<file path="config.mk">
export PLATFORM = sky130hd
export DESIGN_NAME = more_procedural_sink_flat
export DESIGN_NICKNAME = d
export VERILOG_FILES = /design/src/rtl/more_procedural_sink_if.sv /design/src/rtl/more_procedural_sink.sv /design/src/flat_wrapper.sv
export SDC_FILE = /design/constraint.sdc
export NUM_CORES = 1
export LEC_CHECK = 0
export CORE_ASPECT_RATIO = 0.8
export CORE_MARGIN = 5
export CORE_UTILIZATION = 50
export CTS_CLUSTER_DIAMETER = 50
export DETAILED_ROUTE_END_ITERATION = 7
export GPL_TIMING_DRIVEN = 0
export MAX_ROUTING_LAYER = met4
export PLACE_DENSITY = 0.76
export SLEW_MARGIN = 0
export SYNTH_ARGS = -nofsm -noshare
export SYNTH_HDL_FRONTEND = slang
export SYNTH_SLANG_ARGS = --single-unit
</file>
<file path="constraint.sdc">
create_clock -name clk -period 3.6 [get_ports clk]
set_input_delay 0.54 -clock clk [delete_from_list [all_inputs] [get_ports clk]]
set_output_delay 0.54 -clock clk [all_outputs]
set_load 0.02 [all_outputs]
</file>
<file path="src/rtl/more_procedural_sink_if.sv">
// Handshake bundle between the ALU stage, the result buffer and its consumer.
// master drives results in and accepts them out; slave is the buffer.
interface more_procedural_sink_if #(
    parameter int DATA_W = 32,
    parameter int DEPTH  = 4
);
    localparam int CW = $clog2(DEPTH) + 1;

    logic              in_valid;
    logic              in_ready;
    logic [1:0]        in_mode;
    logic [DATA_W-1:0] in_data;
    logic              out_valid;
    logic              out_ready;
    logic [1:0]        out_mode;
    logic [DATA_W-1:0] out_data;
    logic [DATA_W-1:0] out_acc;
    logic [CW-1:0]     count;

    modport master (
        output in_valid, in_mode, in_data, out_ready,
        input  in_ready, out_valid, out_mode, out_data,
        input  out_acc, count
    );

    modport slave (
        input  in_valid, in_mode, in_data, out_ready,
        output in_ready, out_valid, out_mode, out_data,
        output out_acc, count
    );
endinterface

</file>
<file path="src/rtl/more_procedural_sink.sv">
// Registered FIFO buffer for ALU results with a wrapping sum of popped data.
// Define MORE_PROC_SINK_STATS_EN to add saturating per-mode pop counters.
module more_procedural_sink #(
    parameter int DATA_W = 32,
    parameter int DEPTH  = 4
) (
    input  logic clk,
    input  logic rst,
    more_procedural_sink_if.slave bus
`ifdef MORE_PROC_SINK_STATS_EN
    ,
    input  logic [1:0]  stat_sel,
    output logic [15:0] stat_cnt
`endif
);
    localparam int PW = $clog2(DEPTH);
    localparam int CW = PW + 1;

    logic [1:0]        mode_mem [DEPTH];
    logic [DATA_W-1:0] data_mem [DEPTH];

    logic [PW-1:0]     wr_ptr_q, wr_ptr_d;
    logic [PW-1:0]     rd_ptr_q, rd_ptr_d;
    logic [CW-1:0]     count_q, count_d;
    logic [DATA_W-1:0] acc_q, acc_d;
    logic              push, pop;

    // Ready/valid come only from registered occupancy.
    assign bus.in_ready  = (count_q < CW'(DEPTH));
    assign bus.out_valid = (count_q != '0);
    assign bus.out_mode  = mode_mem[rd_ptr_q];
    assign bus.out_data  = data_mem[rd_ptr_q];
    assign bus.out_acc   = acc_q;
    assign bus.count     = count_q;

    assign push = bus.in_valid & bus.in_ready;
    assign pop  = bus.out_valid & bus.out_ready;

    always_comb begin
        wr_ptr_d = wr_ptr_q;
        rd_ptr_d = rd_ptr_q;
        count_d  = count_q;
        acc_d    = acc_q;
        if (push) wr_ptr_d = wr_ptr_q + 1'b1;
        if (pop) begin
            rd_ptr_d = rd_ptr_q + 1'b1;
            acc_d    = acc_q + bus.out_data;
        end
        unique case ({push, pop})
            2'b10:   count_d = count_q + 1'b1;
            2'b01:   count_d = count_q - 1'b1;
            default: count_d = count_q;
        endcase
    end

    always_ff @(posedge clk or posedge rst) begin
        if (rst) begin
            wr_ptr_q <= '0;
            rd_ptr_q <= '0;
            count_q  <= '0;
            acc_q    <= '0;
        end else begin
            wr_ptr_q <= wr_ptr_d;
            rd_ptr_q <= rd_ptr_d;
            count_q  <= count_d;
            acc_q    <= acc_d;
        end
    end

    // Storage is deliberately left out of reset.
    always_ff @(posedge clk) begin
        if (push) begin
            mode_mem[wr_ptr_q] <= bus.in_mode;
            data_mem[wr_ptr_q] <= bus.in_data;
        end
    end

`ifdef MORE_PROC_SINK_STATS_EN
    logic [15:0] stat_q [4];

    assign stat_cnt = stat_q[stat_sel];

    always_ff @(posedge clk or posedge rst) begin
        if (rst) begin
            for (int i = 0; i < 4; i++) stat_q[i] <= '0;
        end else if (pop && stat_q[bus.out_mode] != 16'hFFFF) begin
            stat_q[bus.out_mode] <= stat_q[bus.out_mode] + 16'd1;
        end
    end
`endif
endmodule

</file>
<file path="src/flat_wrapper.sv">
// flat-port wrapper written by rule: the top's interface ports become plain ports
module more_procedural_sink_flat 
#(
    parameter int DATA_W = 32,
    parameter int DEPTH  = 4
)
  (clk, rst, bus_in_valid, bus_in_mode, bus_in_data, bus_out_ready, bus_in_ready, bus_out_valid, bus_out_mode, bus_out_data, bus_out_acc, bus_count);
  more_procedural_sink_if #(.DATA_W(DATA_W), .DEPTH(DEPTH)) bus_i ();
  input  logic clk;
  input  logic rst;
  input wire logic [$bits(bus_i.in_valid)-1:0] bus_in_valid;
  input wire logic [$bits(bus_i.in_mode)-1:0] bus_in_mode;
  input wire logic [$bits(bus_i.in_data)-1:0] bus_in_data;
  input wire logic [$bits(bus_i.out_ready)-1:0] bus_out_ready;
  output wire logic [$bits(bus_i.in_ready)-1:0] bus_in_ready;
  output wire logic [$bits(bus_i.out_valid)-1:0] bus_out_valid;
  output wire logic [$bits(bus_i.out_mode)-1:0] bus_out_mode;
  output wire logic [$bits(bus_i.out_data)-1:0] bus_out_data;
  output wire logic [$bits(bus_i.out_acc)-1:0] bus_out_acc;
  output wire logic [$bits(bus_i.count)-1:0] bus_count;
  assign bus_i.in_valid = bus_in_valid;
  assign bus_i.in_mode = bus_in_mode;
  assign bus_i.in_data = bus_in_data;
  assign bus_i.out_ready = bus_out_ready;
  assign bus_in_ready = bus_i.in_ready;
  assign bus_out_valid = bus_i.out_valid;
  assign bus_out_mode = bus_i.out_mode;
  assign bus_out_data = bus_i.out_data;
  assign bus_out_acc = bus_i.out_acc;
  assign bus_count = bus_i.count;
  more_procedural_sink #(.DATA_W(DATA_W), .DEPTH(DEPTH)) u_core (.clk(clk), .rst(rst), .bus(bus_i));
endmodule
</file>
# Word-level counts from Yosys, hierarchy flattened
# Memory sizes are Yosys's and may differ from the RTL's.
# Index checks and enable logic that the tools add are counted.
dict set report word_totals {
  register_bits 39
  ram_bits 136
  inputBits 38
  output_inout_bits 71
  n_memories 2
}
# name depth width read_ports rd_clocked_by_memory_dff wr line
set memory_table {}
lappend memory_table {u_core.data_mem 4 32 1 0 1 more_procedural_sink.sv:20} ;# logic [DATA_W-1:0] data_mem [DEPTH];
lappend memory_table {u_core.mode_mem 4 2 1 0 1 more_procedural_sink.sv:19} ;# logic [1:0] mode_mem [DEPTH];
dict set report op_classes {
  addsub 5
  n_lt_le_gt_ge 1
  eq_ne 2
  mux 3
  bitwise_logic 2
  reduce_logical 2
}
# cell n
set op_table {}
lappend op_table {{adder 32 bit} 1}
lappend op_table {{one-hot mux 3 bit (2 select lines)} 1}
lappend op_table {{adder 2 x 1 -> 2 bit (second input constant)} 2}
lappend op_table {{adder 3 x 1 -> 3 bit (second input constant)} 1}
lappend op_table {{less-than comparator 3 bit (second input constant)} 1}
lappend op_table {{nonzero test 3 bit} 1}
lappend op_table {{subtractor 3 x 1 -> 3 bit (second input constant)} 1}
lappend op_table {{AND 1 bit} 2}
lappend op_table {{== test 2 x 1 -> 1 bit (second input constant)} 1}
lappend op_table {{== test 2 bit (second input constant)} 1}
lappend op_table {{two-way mux 1 bit} 2}
lappend op_table {{nonzero test 2 bit} 1}

# Logic depth before layout (Yosys ltp)
# Gate-level depths: netlist (run 1).
dict set report depth {
  word_depth 4
  mapped_depth 12
}

# Least setup slack after synthesis (run 1)
# OpenSTA, ideal clock, no wires.
dict set report synth_timing {
  kind {register to register}
  from {reg u_core.rd_ptr_q[0]}
  to {reg u_core.acc_q[26] (netlist: u_core.bus.out_acc[26])}
  arrival_ns 3.356
  required_ns 3.505
  path_slack_ns 0.148
  path_stages_with_launch 13
  synth_period_minus_slack_ns 3.452
  cell_sequence {dfrtp_1 > buf_2 > buf_2 > mux4_2 > ha_1 > fa_1 > a21oi_1 > o21ai_1 > and3_4 > o21ba_1 > o211a_1 > o21a_1 > o31ai_1}
}
dict set report synth_via {
  elab_chain_len 2
}
# element line
set synth_lines {}
lappend synth_lines {{start: declaration} more_procedural_sink.sv:23} ;# logic [PW-1:0] rd_ptr_q, rd_ptr_d;
lappend synth_lines {{start signal: assignment} more_procedural_sink.sv:64} ;# rd_ptr_q <= rd_ptr_d;
lappend synth_lines {{memory (4 x 32 bit)} --}
lappend synth_lines {{via bus_out_data[0]} flat_wrapper.sv:18} ;# output wire logic [$bits(bus_i.out_data)-1:0] bus_out_data;
lappend synth_lines {{adder 32 bit} more_procedural_sink.sv:47} ;# acc_d = acc_q + bus.out_data;
lappend synth_lines {{end signal: assignment} more_procedural_sink.sv:61} ;# acc_q <= '0;
lappend synth_lines {{end signal: assignment} more_procedural_sink.sv:66} ;# acc_q <= acc_d;
lappend synth_lines {{end: declaration} more_procedural_sink.sv:25} ;# logic [DATA_W-1:0] acc_q, acc_d;
# The timed path passes the listed nets, and every way through them passes these cells.
# A chain may end at the register's enable or synchronous reset.

# Final worst setup path (run 1)
dict set report layout_timing {
  from {reg u_core.rd_ptr_q[0]}
  to {reg u_core.acc_q[27] (netlist: u_core.bus.out_acc[27])}
}
dict set report layout_via {
  elab_chain_len 2
}
# element line
set layout_lines {}
lappend layout_lines {{memory (4 x 32 bit)} --}
lappend layout_lines {{adder 32 bit} more_procedural_sink.sv:47}
# No other way between the ends.

==> results of run 1 <==
area by class of cell:
class                      instances  share of cell area (%)
timing repair buffer             113                    11.2
clock buffer                      19                    4.14
buffer                            30                    1.77
clock inverter                    13                    1.25
inverter                          20                   0.719
multi-input combinational        365                    29.9
sequential                       175                    48.4
tap                              220                    2.63
cell families after synthesis:
group | after synthesis | share of synthesized area [%]
fa+ha+maj | 38 | 5.87
mux | 37 | 9.54
xor+xnor | 28 | 2.94
compound gates | 142 | 11.5
buf+inv | 51 | 2.64
flops | 175 | 60.6
simple gates | 120 | 6.95
per-layer routing:
metal	wire (µm)	up-vias	track usage [%]
li1	-	2545	-
met1	8780	2812	29.6
met2	9760	218	34.0
met3	1480	30	5.66
met4	429	0	6.28
met5	0	-	-
sequential cells by signal, indices dropped and copies added (netlist names):
name / cells
u_core.bus.count: 3
u_core.bus.out_acc: 32
u_core.data_mem: 128
u_core.mode_mem: 8
u_core.rd_ptr_q: 2
u_core.wr_ptr_q: 2
cell usage after synthesis, types with 4 or more instances:
cell type | number | area, µm²
sky130_fd_sc_hd__edfxtp_1 | 136 | 4080
sky130_fd_sc_hd__nand2_1 | 48 | 180
sky130_fd_sc_hd__dfrtp_1 | 39 | 976
sky130_fd_sc_hd__o21ai_0 | 37 | 185
sky130_fd_sc_hd__ha_1 | 36 | 450
sky130_fd_sc_hd__a21oi_1 | 35 | 175
sky130_fd_sc_hd__mux4_2 | 34 | 766
sky130_fd_sc_hd__nor2_1 | 21 | 78.8
sky130_fd_sc_hd__xnor2_1 | 21 | 184
sky130_fd_sc_hd__inv_1 | 18 | 67.6
sky130_fd_sc_hd__a21o_1 | 15 | 113
sky130_fd_sc_hd__clkbuf_1 | 13 | 48.8
sky130_fd_sc_hd__buf_2 | 11 | 55.1
sky130_fd_sc_hd__nand4_1 | 9 | 56.3
sky130_fd_sc_hd__nand3_1 | 8 | 40.0
sky130_fd_sc_hd__nor3_1 | 8 | 40.0
sky130_fd_sc_hd__o31ai_1 | 7 | 52.6
sky130_fd_sc_hd__xor2_1 | 7 | 61.3
sky130_fd_sc_hd__o21bai_1 | 6 | 45.0
sky130_fd_sc_hd__and2_1 | 5 | 31.3
sky130_fd_sc_hd__buf_4 | 4 | 30.0
through the flow:
| stage | setup TNS (ns) | setup slack [ns] | util, % | cells | hold WS, ns |
|---|---|---|---|---|---|
| floorplan | 0 | 0.148 | - | 591 | 0.580 |
| global placement | -3.70 | -0.395 | 58.9 | 919 | 0.462 |
| detailed placement | -3.85 | -0.355 | 59.4 | 923 | 0.473 |
| CTS | 0 | 0.00424 | 62.9 | 954 | 0.481 |
| global route | -0.0605 | -0.0361 | 63.3 | 955 | 0.526 |
| finish | 0 | 0.169 | 63.3 | 955 | 0.478 |
how the worst max path moves through the flow:
stage               cells past startpoint                      to
finish                                 12  u_core.bus.out_acc[27]
CTS                                    12  u_core.bus.out_acc[20]
floorplan                              12  u_core.bus.out_acc[26]
global route                           12  u_core.bus.out_acc[27]
global placement                       12  u_core.bus.out_acc[27]
detailed placement                     11  u_core.bus.out_acc[29]
what timing repair did:
item                                    CTS  global route
gates resized for setup                  12            18
cloned                                    0             0
endpoints found under the hold margin     0             0
endpoints found under the setup margin   21            12
setup buffers                             0             1
pin swaps                                 0             1
worst max-delay path, stage by stage (launching register included):
cell and delay (ns):
sky130_fd_sc_hd__dfrtp_1 0.34, sky130_fd_sc_hd__buf_6 0.18, sky130_fd_sc_hd__buf_6 0.21, sky130_fd_sc_hd__mux4_2 0.58, sky130_fd_sc_hd__ha_1 0.31, sky130_fd_sc_hd__buf_2 0.18, sky130_fd_sc_hd__nand2_1 0.12, sky130_fd_sc_hd__o21ai_0 0.24
sky130_fd_sc_hd__a21oi_2 0.14, sky130_fd_sc_hd__a211oi_2 0.38, sky130_fd_sc_hd__nor2_2 0.10, sky130_fd_sc_hd__o2111a_1 0.26, sky130_fd_sc_hd__a221o_1 0.26
==> metrics.json, run 1 <==
{
  "critical_path.reg2reg.endpoint": {"value": "u_core.bus.out_acc[27]"},
  "multi_input_gate_area": {"value": 0.00312, "unit": "mm²"},
  "r2r.worst_path.cells": {"value": 12},
  "cts.sink_count": {"value": 175},
  "post_synth_inst_count": {"value": 591},
  "first_global_vias": {"value": 5638},
  "asyncSetResetFlopFracSynth": {"value": 22.3, "unit": "%"},
  "final.fill_count": {"value": 1264},
  "number_of_nets_produced_by_synthesis": {"value": 667},
  "die_h": {"value": 126, "unit": "µm"},
  "worst_hold_startpoint": {"value": "u_core.bus.out_acc[31]"},
  "setup.worst_path.start_class": {"value": "flip-flop"},
  "worst_setup_path_end_kind": {"value": "flip-flop"},
  "critical_path.startpoint": {"value": "u_core.rd_ptr_q[0]"},
  "x_dimension_of_the_die": {"value": 155, "unit": "µm"},
  "dieArea": {"value": 0.0194, "unit": "mm²"},
  "grt-ovfl-total": {"value": 0},
  "critical_path_maximum_fanout": {"value": 10},
  "synth-edff-count": {"value": 136},
  "finalWeightedCongestion": {"value": 0.923},
  "dr_drc_count": {"value": 0},
  "ys_types": {"value": 62},
  "tritoncts": {"value": "done"},
  "timing.max_slew.rel_slack": {"value": 40.0, "unit": "%"},
  "critical_path_required": {"value": 3.91, "unit": "ns"},
  "ys.flop_type": {"value": "sky130_fd_sc_hd__edfxtp_1"},
  "whs_endpoint": {"value": "u_core.bus.out_acc[31]"},
  "register_area_share_after_synthesis": {"value": 60.6, "unit": "%"},
  "drt_first_pass_iters": {"value": 6},
  "cts_max_level": {"value": 4},
  "cts.clk_slew.worst_paths": {"value": 0.07, "unit": "ns"},
  "port_buffers": {"value": 108},
  "syn-mean-instance-area": {"value": 14.1, "unit": "µm²"},
  "layout.area.seq": {"value": 0.00506, "unit": "mm²"},
  "status": {"value": "completed"},
  "vias_per_cell": {"value": 5.87},
  "report.final.setup_viol": {"value": 0},
  "drive_above_1_share": {"value": 16.1, "unit": "%"},
  "globalRouteTotalUtil": {"value": 22.1, "unit": "%"},
  "antenna_cells_inserted": {"value": 0},
  "mappedNetlistArea": {"value": 0.00836, "unit": "mm²"},
  "floorplan.rows": {"value": 42},
  "ctsHoldBuffers": {"value": 0},
  "worst-setup-path-type": {"value": "reg -> reg"},
  "dpl_cell_area": {"value": 0.00980, "unit": "mm²"},
  "place_hpwl": {"value": 15100, "unit": "µm"},
  "final_cell_area": {"value": 0.0104, "unit": "mm²"},
  "yosys_warnings": {"value": 0},
  "num_vias": {"value": 5605},
  "max_freq": {"value": 291, "unit": "MHz"},
  "numnets_final": {"value": 798},
  "clock_buffer_count_from_cts": {"value": 17},
  "core_area": {"value": 0.0165, "unit": "mm²"},
  "area_growth": {"value": 25.0, "unit": "%"},
  "hold-path-cell-count": {"value": 1},
  "routed_wire_length_per_instance": {"value": 21.4, "unit": "µm"},
  "timing_hold_violations_final": {"value": 0},
  "layout_commonest_cell": {"value": "sky130_fd_sc_hd__edfxtp_1"},
  "r2r_path_start": {"value": "u_core.rd_ptr_q[0]"},
  "period_minus_slack": {"value": 3.43, "unit": "ns"},
  "hp-class": {"value": "reg -> reg"},
  "i_o_pins": {"value": 109},
  "reg2reg_setup_slack": {"value": 0.17, "unit": "ns"},
  "antenna_found_initial": {"value": 0},
  "final_cell_mix": {"value": "136 x sky130_fd_sc_hd__edfxtp_1, 108 x sky130_fd_sc_hd__clkdlybuf4s50_1, 48 x sky130_fd_sc_hd__nand2_1, 39 x sky130_fd_sc_hd__dfrtp_1, 36 x sky130_fd_sc_hd__o21ai_0"},
  "max_slew.worst_pin.slew": {"value": 0.899, "unit": "ns"},
  "clock_tree.buffer_depth": {"value": 2},
  "synth-seq-cells": {"value": 175},
  "global_route_wire_length_before_repair": {"value": 31800, "unit": "µm"},
  "route.final.wire_length": {"value": 20500, "unit": "µm"},
  "initial_core_util": {"value": 50.6, "unit": "%"},
  "timing.max_cap.violations": {"value": 0},
  "fin_crit_sh": {"value": 95.3, "unit": "%"},
  "timing.clock.skew": {"value": 0.0116, "unit": "ns"},
  "drt.antenna.violating_nets": {"value": 0},
  "clk_root_buffer_cell": {"value": "sky130_fd_sc_hd__clkbuf_16"},
  "timing_max_transition_violations_final": {"value": 0},
  "clkLatencyLatePin": {"value": 0.43, "unit": "ns"},
  "grt_max_degree": {"value": 40},
  "first_iter_violations": {"value": 433},
  "cp_data_arrival_time": {"value": 3.74, "unit": "ns"}
}
Power of run 1 is not shown: default switching activity piles up to over one toggle a cycle in this logic, so the estimate is an artifact.
==> inputs of run 2 (changes only) <==
==> constraint.sdc (replaced) <==
create_clock -name clk -period 2.9 [get_ports clk]
set_input_delay 0.435 -clock clk [delete_from_list [all_inputs] [get_ports clk]]
set_output_delay 0.435 -clock clk [all_outputs]
set_load 0.02 [all_outputs]
==> metrics.json, run 2 (synthesis gave the netlist of run 1 again) <==
{
  "status": {"value": "finished with violations", "change": "was completed"},
  "failed_checks": {"value": "negative setup slack"},
  "globalRouteTotalUtil": {"value": 24.0, "unit": "%", "change": "was 22.1%"},
  "drive_above_1_share": {"value": 30.7, "unit": "%", "change": "was 16.1%"},
  "dieArea": {"value": 0.0194, "unit": "mm²", "change": "unchanged"},
  "largest_register_ff_count": {"value": 128, "change": "unchanged"},
  "dr_drc_count": {"value": 0, "change": "unchanged"},
  "critical-path-max-stage-delay": {"value": 0.61, "unit": "ns", "change": "was 0.58 ns"},
  "drt_first_pass_iters": {"value": 5, "change": "was 6"},
  "fin_crit_sh": {"value": 113, "unit": "%", "change": "was 95.3%"},
  "timing.max_slew.rel_slack": {"value": 59.8, "unit": "%", "change": "was 40.0%"},
  "reg2reg_setup_slack": {"value": -0.38, "unit": "ns", "change": "was 0.17 ns"},
  "timing_hold_violations_final": {"value": 0, "change": "unchanged"},
  "antenna_found_initial": {"value": 0, "change": "unchanged"},
  "routed_wire_length_per_instance": {"value": 22.4, "unit": "µm", "change": "was 21.4 µm"},
  "grt_max_degree": {"value": 27, "change": "was 40"},
  "clkLatencyLatePin": {"value": 0.44, "unit": "ns", "change": "was 0.43 ns"},
  "timing.setup.tns": {"value": -3.59, "unit": "ns", "change": "was 0 ns"},
  "final_cell_mix": {"value": "136 x sky130_fd_sc_hd__edfxtp_1, 102 x sky130_fd_sc_hd__clkdlybuf4s50_1, 45 x sky130_fd_sc_hd__nand2_1, 45 x sky130_fd_sc_hd__buf_4, 38 x sky130_fd_sc_hd__dfrtp_1", "change": "was 136 x sky130_fd_sc_hd__edfxtp_1, 108 x sky130_fd_sc_hd__clkdlybuf4s50_1, 48 x sky130_fd_sc_hd__nand2_1, 39 x sky130_fd_sc_hd__dfrtp_1, 36 x sky130_fd_sc_hd__o21ai_0"},
  "first_global_vias": {"value": 5951, "change": "was 5,638"},
  "placed_instances": {"value": 924, "change": "was 923"},
  "x_dimension_of_the_die": {"value": 155, "unit": "µm", "change": "unchanged"},
  "num_vias": {"value": 5855, "change": "was 5,605"},
  "max_freq": {"value": 305, "unit": "MHz", "change": "was 291 MHz"},
  "max_slew.worst_pin.slew": {"value": 0.603, "unit": "ns", "change": "was 0.899 ns"},
  "cts.clk_slew.worst_paths": {"value": 0.07, "unit": "ns", "change": "about the same"},
  "timing.max_cap.violations": {"value": 0, "change": "unchanged"},
  "i_o_pins": {"value": 109, "change": "unchanged"},
  "finalWeightedCongestion": {"value": 0.954, "change": "was 0.923"},
  "clock_buffer_count_from_cts": {"value": 17, "change": "unchanged"},
  "antenna_cells_inserted": {"value": 0, "change": "unchanged"},
  "report.final.setup_viol": {"value": 19, "change": "was 0"},
  "timing.final.ws_setup": {"value": -0.382, "unit": "ns", "change": "was 0.169 ns"},
  "setup.worst_path.start_class": {"value": "flip-flop", "change": "unchanged"},
  "period_minus_slack": {"value": 3.28, "unit": "ns", "change": "was 3.43 ns"},
  "port_buffers": {"value": 108, "change": "unchanged"},
  "cts.sink_count": {"value": 175, "change": "unchanged"},
  "top_register": {"value": "u_core.data_mem", "change": "unchanged"},
  "floorplan.rows": {"value": 42, "change": "unchanged"},
  "cp_slowest_cell": {"value": "sky130_fd_sc_hd__mux4_2", "change": "unchanged"},
  "critical_path_maximum_fanout": {"value": 6, "change": "was 10"},
  "clk_root_buffer_cell": {"value": "sky130_fd_sc_hd__clkbuf_16", "change": "unchanged"},
  "layout_commonest_cell": {"value": "sky130_fd_sc_hd__edfxtp_1", "change": "unchanged"},
  "final_cell_count_without_fillers": {"value": 1005, "change": "was 955"},
  "ctsHoldBuffers": {"value": 0, "change": "unchanged"},
  "grt-ovfl-total": {"value": 0, "change": "unchanged"},
  "critical_path_required": {"value": 3.22, "unit": "ns", "change": "was 3.91 ns"},
  "place_hpwl": {"value": 15200, "unit": "µm", "change": "was 15,100 µm"},
  "vias_per_cell": {"value": 5.83, "change": "was 5.87"},
  "initial_core_util": {"value": 50.6, "unit": "%", "change": "unchanged"},
  "core_area": {"value": 0.0165, "unit": "mm²", "change": "unchanged"},
  "hp-class": {"value": "in -> async", "change": "was reg -> reg"},
  "worstPathCellList": {"value": "buf_12, buf_12, mux4_2, ha_4, buf_6, nand4_1, nor2_4, nand4_1, o221a_4, a2111oi_4, nor4b_2, a211o_1", "change": "was buf_6, buf_6, mux4_2, ha_1, buf_2, nand2_1, o21ai_0, a21oi_2, a211oi_2, nor2_2, o2111a_1, a221o_1"},
  "clock_tree.buffer_depth": {"value": 2, "change": "unchanged"},
  "worst_setup_path_end_kind": {"value": "flip-flop", "change": "unchanged"},
  "die_h": {"value": 126, "unit": "µm", "change": "unchanged"},
  "cp_data_arrival_time": {"value": 3.60, "unit": "ns", "change": "was 3.74 ns"},
  "final_util": {"value": 70.7, "unit": "%", "change": "was 63.3%"},
  "first_iter_violations": {"value": 453, "change": "was 433"},
  "numnets_final": {"value": 848, "change": "was 798"},
  "tritoncts": {"value": "done", "change": "unchanged"},
  "global_route_wire_length_before_repair": {"value": 34100, "unit": "µm", "change": "was 31,800 µm"},
  "worst-setup-path-type": {"value": "reg -> reg", "change": "unchanged"},
  "timing.clock.skew": {"value": 0.0115, "unit": "ns", "change": "was 0.0116 ns"},
  "rsz0062_at_grt": {"value": "yes"},
  "area_growth": {"value": 39.6, "unit": "%", "change": "was 25.0%"},
  "timing_max_transition_violations_final": {"value": 0, "change": "unchanged"},
  "route.final.wire_length": {"value": 22500, "unit": "µm", "change": "was 20,500 µm"},
  "cts_max_level": {"value": 4, "change": "unchanged"},
  "drt.antenna.violating_nets": {"value": 0, "change": "unchanged"}
}
==> run 2: changes by cell type in the layout (fill, tap and decap cells not counted), sizes merged <==
cell and delta:
buf +52, dlygate4sd2 +1, clkbuf -3, dlymetal6s2s +4, inv +2, clkinv +1, clkinvlp -1, clkdlybuf4s50 -6
==> run 2: timing repair <==
item / 4_1_cts / 5_1_grt
buffers inserted: 35 / 17
resized for setup: 76 / 53
pin swaps: 40 / 31
cloned: 1 / 0
endpoints found under the setup margin: 50 / 28
==> run 2: stage by stage <==
step | hold WS (ns) | instance area, µm² | setup slack, ns
floorplan | 0.534 | 8550 | -0.142
global placement | 0.461 | 9900 | -0.766
detailed placement | 0.465 | 10000 | -0.771
CTS | 0.323 | 11300 | -0.310
global route | 0.357 | 11700 | -0.463
finish | 0.317 | 11700 | -0.382
==> run 2: critical path, delay by kind of cell, from the launching register on <==
kind	cells	cell delay [ns]
compound gates	3	0.88
mux	1	0.61
buf+inv	3	0.36
fa+ha+maj	1	0.31
flops	1	0.38
simple gates	4	0.61
==> run 2: path summary, 6_finish.rpt <==
| check | start | endpoint | depth (start not counted) |
|---|---|---|---|
| min | rst | u_core.bus.count[2] | 2 |
| max | u_core.rd_ptr_q[0] | u_core.bus.out_acc[29] | 12 |
| max in group asynchronous | rst | u_core.rd_ptr_q[1] | 3 |
| min in group clk | u_core.bus.out_acc[31] | u_core.bus.out_acc[31] | 1 |
| max reg2reg | u_core.rd_ptr_q[0] | u_core.bus.out_acc[29] | 12 |
| min reg2reg | u_core.bus.out_acc[31] | u_core.bus.out_acc[31] | 1 |
==> run 2: metal layers <==
layer / up-vias / GRT usage, % / part of all wire [%]
met1: 2944 / 31.9 / 42
li1: 2639 / - / -
met2: 224 / 37.3 / 48
met5: - / - / 0
met3: 48 / 5.21 / 6.6
met4: 0 / 7.74 / 2.5
==> run 2: final cells by class <==
| cell class | count | area [µm²] |
|---|---|---|
| Buffer | 27 | 230 |
| Clock buffer | 17 | 425 |
| Clock inverter | 15 | 191 |
| Fill cell | 1092 | 4840 |
| Inverter | 20 | 75.1 |
| Multi-Input combinational cell | 365 | 3740 |
| Sequential cell | 175 | 5060 |
| Tap cell | 220 | 275 |
| Timing Repair Buffer | 166 | 1660 |
Power of run 2 is left out for the same reason.
